`config.mk`:
```
export PLATFORM = sky130hd
export DESIGN_NAME = seq_mult_32
export DESIGN_NICKNAME = d
export VERILOG_FILES = /design/src/rtl/seq_mult_32.sv
export SDC_FILE = /design/constraint.sdc
export NUM_CORES = 1
export LEC_CHECK = 0
export CORE_ASPECT_RATIO = 0.5
export CORE_MARGIN = 3
export CORE_UTILIZATION = 50
export DETAILED_ROUTE_END_ITERATION = 7
export GPL_TIMING_DRIVEN = 0
export PLACE_DENSITY = 0.76
export SETUP_SLACK_MARGIN = 0.2
export SKIP_LAST_GASP = 1
export SLEW_MARGIN = 0
export SYNTH_ARGS = -nofsm -noshare
export SYNTH_HDL_FRONTEND = slang
export SYNTH_SLANG_ARGS = --single-unit
```
`constraint.sdc`:
```
create_clock -name clk -period 7.29 [get_ports clk]
set_input_delay 1.458 -clock clk [delete_from_list [all_inputs] [get_ports clk]]
set_output_delay 1.458 -clock clk [all_outputs]
set_load 0.02 [all_outputs]
```
`src/rtl/seq_mult_32.sv`:
```
// Sequential unsigned 32x32 -> 64-bit shift-add multiplier, one multiplier bit per clock.
// Each partial sum comes from a 32-bit carry-lookahead adder; product is handed off via start/done.

module CLA_32bit (
  input  logic [31:0] a,
  input  logic [31:0] b,
  input  logic        cin,
  output logic [31:0] sum,
  output logic        cout,
  output logic        of
);
  logic [31:0] p;
  logic [31:0] g;
  logic [32:0] c;

  assign p = a ^ b;
  assign g = a & b;

  // Eight 4-bit lookahead groups; group carries chain between groups.
  always_comb begin
    c = '0;
    c[0] = cin;
    for (int k = 0; k < 8; k++) begin
      c[4*k+1] = g[4*k] | (p[4*k] & c[4*k]);
      c[4*k+2] = g[4*k+1] | (p[4*k+1] & g[4*k]) | (p[4*k+1] & p[4*k] & c[4*k]);
      c[4*k+3] = g[4*k+2] | (p[4*k+2] & g[4*k+1]) | (p[4*k+2] & p[4*k+1] & g[4*k])
               | (p[4*k+2] & p[4*k+1] & p[4*k] & c[4*k]);
      c[4*k+4] = g[4*k+3] | (p[4*k+3] & g[4*k+2]) | (p[4*k+3] & p[4*k+2] & g[4*k+1])
               | (p[4*k+3] & p[4*k+2] & p[4*k+1] & g[4*k])
               | (p[4*k+3] & p[4*k+2] & p[4*k+1] & p[4*k] & c[4*k]);
    end
  end

  assign sum  = p ^ c[31:0];
  assign cout = c[32];
  assign of   = c[32] ^ c[31];
endmodule

module seq_mult_32 #(
  parameter int WIDTH = 32,
  parameter int CNT_W = 5
) (
  input  logic               clk,
  input  logic               rst_n,
  input  logic               start,
  input  logic [WIDTH-1:0]   a,
  input  logic [WIDTH-1:0]   b,
  output logic               busy,
  output logic               done,
  output logic [2*WIDTH-1:0] product
);
  typedef enum logic [1:0] {IDLE, RUN, DONE} state_t;

  state_t             state_q, state_d;
  logic [CNT_W-1:0]   cnt;
  logic [WIDTH-1:0]   mcand;
  logic [WIDTH-1:0]   acc_hi;
  logic [WIDTH-1:0]   acc_lo;
  logic [WIDTH-1:0]   add_b;
  logic [WIDTH-1:0]   sum;
  logic               cout;
  logic               cla_of_unused;
  logic [2*WIDTH-1:0] shifted;
  logic               accept;
  logic               last;

  // Handshake: start is only honoured outside RUN; operands are captured on that same edge.
  assign accept = start && (state_q != RUN);
  assign last   = (state_q == RUN) && (cnt == CNT_W'(WIDTH-1));

  assign add_b   = acc_lo[0] ? mcand : '0;
  assign shifted = {cout, sum, acc_lo[WIDTH-1:1]};

  CLA_32bit u_cla (
    .a    (acc_hi),
    .b    (add_b),
    .cin  (1'b0),
    .sum  (sum),
    .cout (cout),
    .of   (cla_of_unused)
  );

  always_comb begin
    state_d = state_q;
    case (state_q)
      IDLE:    if (start) state_d = RUN;
      RUN:     if (last) state_d = DONE;
      DONE:    state_d = start ? RUN : IDLE;
      default: state_d = IDLE;
    endcase
  end

  always_ff @(posedge clk or negedge rst_n) begin
    if (!rst_n) begin
      state_q <= IDLE;
      cnt     <= '0;
      mcand   <= '0;
      acc_hi  <= '0;
      acc_lo  <= '0;
      product <= '0;
    end else begin
      state_q <= state_d;
      if (accept) begin
        mcand  <= a;
        acc_lo <= b;
        acc_hi <= '0;
        cnt    <= '0;
      end else if (state_q == RUN) begin
        {acc_hi, acc_lo} <= shifted;
        cnt              <= cnt + CNT_W'(1);
        if (last) product <= shifted;
      end
    end
  end

  assign busy = (state_q == RUN);
  assign done = (state_q == DONE);
endmodule

```
### Word level (Yosys, flattened, before mapping)

Index checks and enable logic that the tools add are counted.

| operators by class | value |
|---|---|
| $add $sub $neg | 1 |
| muxes and demuxes | 11 |
| equality and inequality tests | 6 |
| reduce and logical (&&, ||, !) cells | 6 |
| bitwise gates (word level) | 201 |

Operators by type and width:

| cell | count |
|---|---|
| 2-to-1 mux 32 bit | 5 |
| AND 1 bit | 121 |
| bitwise OR 1 bit | 76 |
| XOR 32 bit | 2 |
| AND 32 bit | 1 |
| 2-to-1 mux 5 bit | 2 |
| case mux 2 bit (3 select lines) | 1 |
| adder 5 x 1 -> 5 bit, second input constant | 1 |
| == test 5 bit, second input constant | 1 |
| 2-to-1 mux 2 bit | 2 |
| inequality test 2 x 1 -> 1 bit, second input constant | 2 |
| AND reduction 3 bit | 1 |
| == test 2 x 1 -> 1 bit, second input constant | 1 |
| == test 2 bit, second input constant | 1 |
| logical AND 1 bit | 2 |
| zero test 2 bit | 1 |
| inequality test 2 bit, second input constant | 1 |
| AND reduction 2 bit | 1 |
| nonzero test 2 bit | 1 |
| 2-to-1 mux 1 bit | 1 |
| NOT 1 bit | 1 |

| storage, ports and cells | value |
|---|---|
| logic and storage cells | 231 |
| output and inout bits | 66 |
| bits in registers | 167 |

### Longest topological paths before layout

| logic depth | value |
|---|---|
| depth after elaboration | 23 |
| mapped depth | 14 |
| mapped depth without buffers | 13 |

### Hierarchy

From an unflattened synthesis, not the netlist that was laid out.

| unflattened totals | value |
|---|---|
| cell total of the unflattened synthesis | 739 |
| area total of the unflattened synthesis | 8,597.0 um2 |

Modules (own cells, without submodules):

| module | cells each | instances | area an instance (um2) |
|---|---|---|---|
| seq_mult_32 | 549 | 1 | 7,009.2 |
| CLA_32bit | 190 | 1 | 1,587.8 |

### Worst setup path before layout

No wires, ideal clock.

| timing path | value |
|---|---|
| path type | register to register |
| from | reg acc_lo[0] |
| to | reg product[59] |
| data required time | 7.165 ns |
| path slack | 4.167 ns |
| setup time | 0.125 ns |
| buffers on the path | 2 |
| stages on the path, launching flop included | 14 |
| arrival time | 2.998 ns |
| cells stage by stage | dfrtp_1 clkbuf_1 and2_1 ha_1 buf_2 nand4_1 nor3_2 a2bb2oi_2 o32ai_2 o21ai_1 o21ai_1 a21o_1 fa_1 mux2_2 |

| on the way | value |
|---|---|
| word-level cells in the longest chain between the ends | 19 |

RTL lines:

| item | RTL line | text |
|---|---|---|
| start: declaration | 58 | `logic [WIDTH-1:0] acc_lo;` |
| start signal: assignment | 109 | `{acc_hi, acc_lo} <= shifted;` |
| 2-to-1 mux 32 bit * | 71 | `assign add_b = acc_lo[0] ? mcand : '0;` |
| XOR 32 bit or AND 32 bit (tied branches) | 16, 17 |  |
| AND 1 bit (on tied branches) | 28, 29 |  |
| bitwise OR 1 bit (tied with other cells) | 28 | `c[4*k+4] = g[4*k+3] \| (p[4*k+3] & g[4*k+2]) \| (p[4*k+3] & p[4*k+2] & g[4*k+1])` |
| bitwise OR 1 bit or AND 1 bit (tied branches) | 28, 29 |  |
| bitwise OR 1 bit | 29 | `\| (p[4*k+3] & p[4*k+2] & p[4*k+1] & g[4*k])` |
| AND 1 bit | 30 | `\| (p[4*k+3] & p[4*k+2] & p[4*k+1] & p[4*k] & c[4*k]);` |
| bitwise OR 1 bit | 30 |  |
| (+4 left out) | -- |  |
| AND 1 bit | 30 |  |
| bitwise OR 1 bit | 30 |  |
| AND 1 bit | 30 |  |
| bitwise OR 1 bit | 30 |  |
| AND 1 bit | 30 |  |
| bitwise OR 1 bit | 30 |  |
| XOR 32 bit * | 34 | `assign sum = p ^ c[31:0];` |
| net sum[28] | 60 | `logic [WIDTH-1:0] sum;` |
| end signal: assignment | 111 | `if (last) product <= shifted;` |
| end: declaration | 50 | `output logic [2*WIDTH-1:0] product` |

Mark *: on every way through the listed nets, which the timed path passes. The rest lies on a longest branch.
A chain may end at the register's enable or synchronous reset.

### Worst setup path after layout

| timing path | value |
|---|---|
| from | reg state_q[1] |
| to | out busy |

| on the way | value |
|---|---|
| word-level cells in the longest chain between the ends | 1 |

RTL lines:

| item | RTL line | text |
|---|---|---|
| start: declaration | 54 | `state_t state_q, state_d;` |
| start signal: assignment | 102 | `state_q <= state_d;` |
| == test 2 x 1 -> 1 bit | 116 | `assign busy = (state_q == RUN);` |
| end: declaration | 48 | `output logic busy,` |

Every way passes these cells.

==> metrics.yaml <==
status: "complete, no violations"
yosysSeqAreaShare_pct: 52.1
max_freq_mhz: 237
ys_types: 45
clock_latency_ps: 430
hold_violations: 0
drt_wl_total_um: 18900
cp-end-kind: "output port"
numPortBuffers: 131
synth_area_leaders: "dfrtp_1 (52%), mux2_2 (9.3%), o21ai_0 (5.8%)"
clkSinkCount: 167
viasPerCell: 5.60
syn_area_mm2: 0.00803
timing.final.crit_share_pct: 57.8
fin_area_mm2: 0.0102
grt_setup_unrepaired: "false"
layout-drive-gt1-share_pct: 11.8
maxCapViolCount: 0
dr_total_vias: 6166
drtIter0Drc: 395
area_growth_pct: 27.0
critPathKind: "flop to output port"
grt_remaining_overflow: 0
nets: 993
grt_max_degree: 124
cts_buffers: 17
grt_pass1_wl_um: 30400
peakVddDrop_v: 0.000221
antenna_found_initial: 0
synth_nets: 842
cts_max_level: 4
powerDensity_mw_per_mm2: 433
critPathMaxFanout: 10
fin_hold_ws_ps: 483
required_ps: 5830
finalClockSkew_ps: 14.8
yosysTopAreaCell: "dfrtp_1"
fin_crit_ps: 4210
route.detailed.drc: 0
yosys_warnings: 0
core_area_mm2: 0.0156
postSynthCellCount: 733
place_area_mm2: 0.00963
firstDrtPassIters: 5
initial_utilization_pct: 51.5
start_kind: "flop"
cts_tree: "yes"
leakage_nw: 4.46
ioPinCount: 133
dp_hpwl_um: 13300
antenna_cells: 0
hp-class: "flop to flop"
std_cell_rows: 32
dieArea_mm2: 0.0177
cts_root_buffer: "clkbuf_16"
reg2reg_slack_ps: 3480
yosysMostFrequentCell: "dfrtp_1"
drv_slew: 0
ys_ff_latch: 167
synth_edf_count: 0
synthArstFlopShare_pct: 100
die_w_um: 185
syn_area_per_cell_um2: 11.0
synth_top_flop_cell: "dfrtp_1"
ant_nets: 0
setup_viol: 0
gp_congestion: 0.857
grt_pass1_vias: 6035
cts.clk_slew.worst_paths_ps: 70
post_cts_resized: 0
fp.dieH_um: 95.6
max-slew-margin-rel_pct: 48.2
worstMarginPinSlew_ps: 778
clk_path_buf_depth: 2
synth.top_cell.area_share_pct: 52.1
wl_per_cell_um: 17.1
hold_buffers: 0
cp_data_arrival_time_ps: 2760
cts_setup_buffers: 0
ys_top_cells_by_count: "dfrtp_1 (167), o21ai_0 (93), nand2_1 (87)"
grt_usage_pct: 21.9
## logic make-up after synthesis
group | count (synthesis) | synth area share, %
muxes | 98 | 13.3
DFF | 167 | 52.1
buffers and inverters | 64 | 3.01
AOI/OAI and AO/OA | 156 | 11.3
xor gates and xnor gates | 21 | 2.29
adders and majority gates | 42 | 7.30
and+or+nand+nor | 185 | 10.8
## registers in the layout, indices dropped and copies added, names as in the netlist
register / cells
acc_hi: 32
state_q: 2
product: 64
acc_lo: 32
mcand: 32
cnt: 5
## final timing paths
check | to | from | cells past startpoint
worst min-delay path | product[41] | product[41] | 2
max in group asynchronous | acc_lo[0] | rst_n | 2
min in group asynchronous | product[51] | rst_n | 1
worst max register to register | product[60] | acc_lo[0] | 14
worst max-delay path | busy | state_q[1] | 5
worst min register to register | product[41] | product[41] | 2
## per-layer routing
| metal | track usage [%] | up-vias | wire length, µm |
|---|---|---|---|
| met4 | 5.93 | 0 | 146 |
| met5 | 0 | - | 0 |
| met2 | 36.0 | 148 | 9090 |
| met3 | 4.95 | 16 | 956 |
| met1 | 29.6 | 3135 | 8670 |
| li1 | - | 2867 | - |
## power by group
group          leakage (nW)  internal, mW  total, mW  switching, mW
Clock                 0.272         0.480      0.881          0.400
Combinational          2.34         0.873       1.95           1.08
Sequential             1.85          1.33       1.58          0.251
## metrics by stage
step	TNS [ps]	power (mW)	cells	utilization [%]	worst slack [ps]
detailed placement	0	3.52	1069	61.8	3500
floorplan	0	2.84	733	-	4170
global placement	-341450	3.44	1068	61.6	-2060
CTS	0	4.43	1101	65.4	3060
finish	0	4.41	1101	65.4	3080
global route	0	4.73	1101	65.4	2870
## critical path, stage by stage, from the launching register on
cell and delay [ps]:
dfrtp_1 360, nand2b_1 190, clkinv_1 210, clkbuf_1 370, clkbuf_1 470, clkdlybuf4s50_1 710
## final cells by class
type / count / area, µm²
fillers: 1225 / 5380
clock inverters: 14 / 138
multi-input cells: 502 / 3610
repair buffers: 132 / 1340
well taps: 204 / 255
plain buffers: 39 / 148
flip-flops and latches: 167 / 4180
clock buffers: 18 / 429
inverters: 25 / 93.8
## layout by cell type (no fill, tap or decap), types with 11 or more instances in the layout
| master | netlist | routed |
|---|---|---|
| dfrtp_1 | 167 | 167 |
| clkdlybuf4s50_1 | 0 | 130 |
| o21ai_0 | 93 | 93 |
| nand2_1 | 87 | 87 |
| mux2_2 | 66 | 66 |
| nand3_1 | 35 | 35 |
| ha_1 | 34 | 34 |
| mux2i_1 | 32 | 32 |
| clkbuf_1 | 28 | 29 |
| and2_1 | 26 | 26 |
| inv_1 | 23 | 23 |
| clkbuf_16 | 0 | 17 |
| a21oi_1 | 16 | 16 |
| nor2_1 | 14 | 14 |
| o21ai_1 | 12 | 12 |
| xnor2_1 | 11 | 11 |
(Power assumes the default switching activity.)
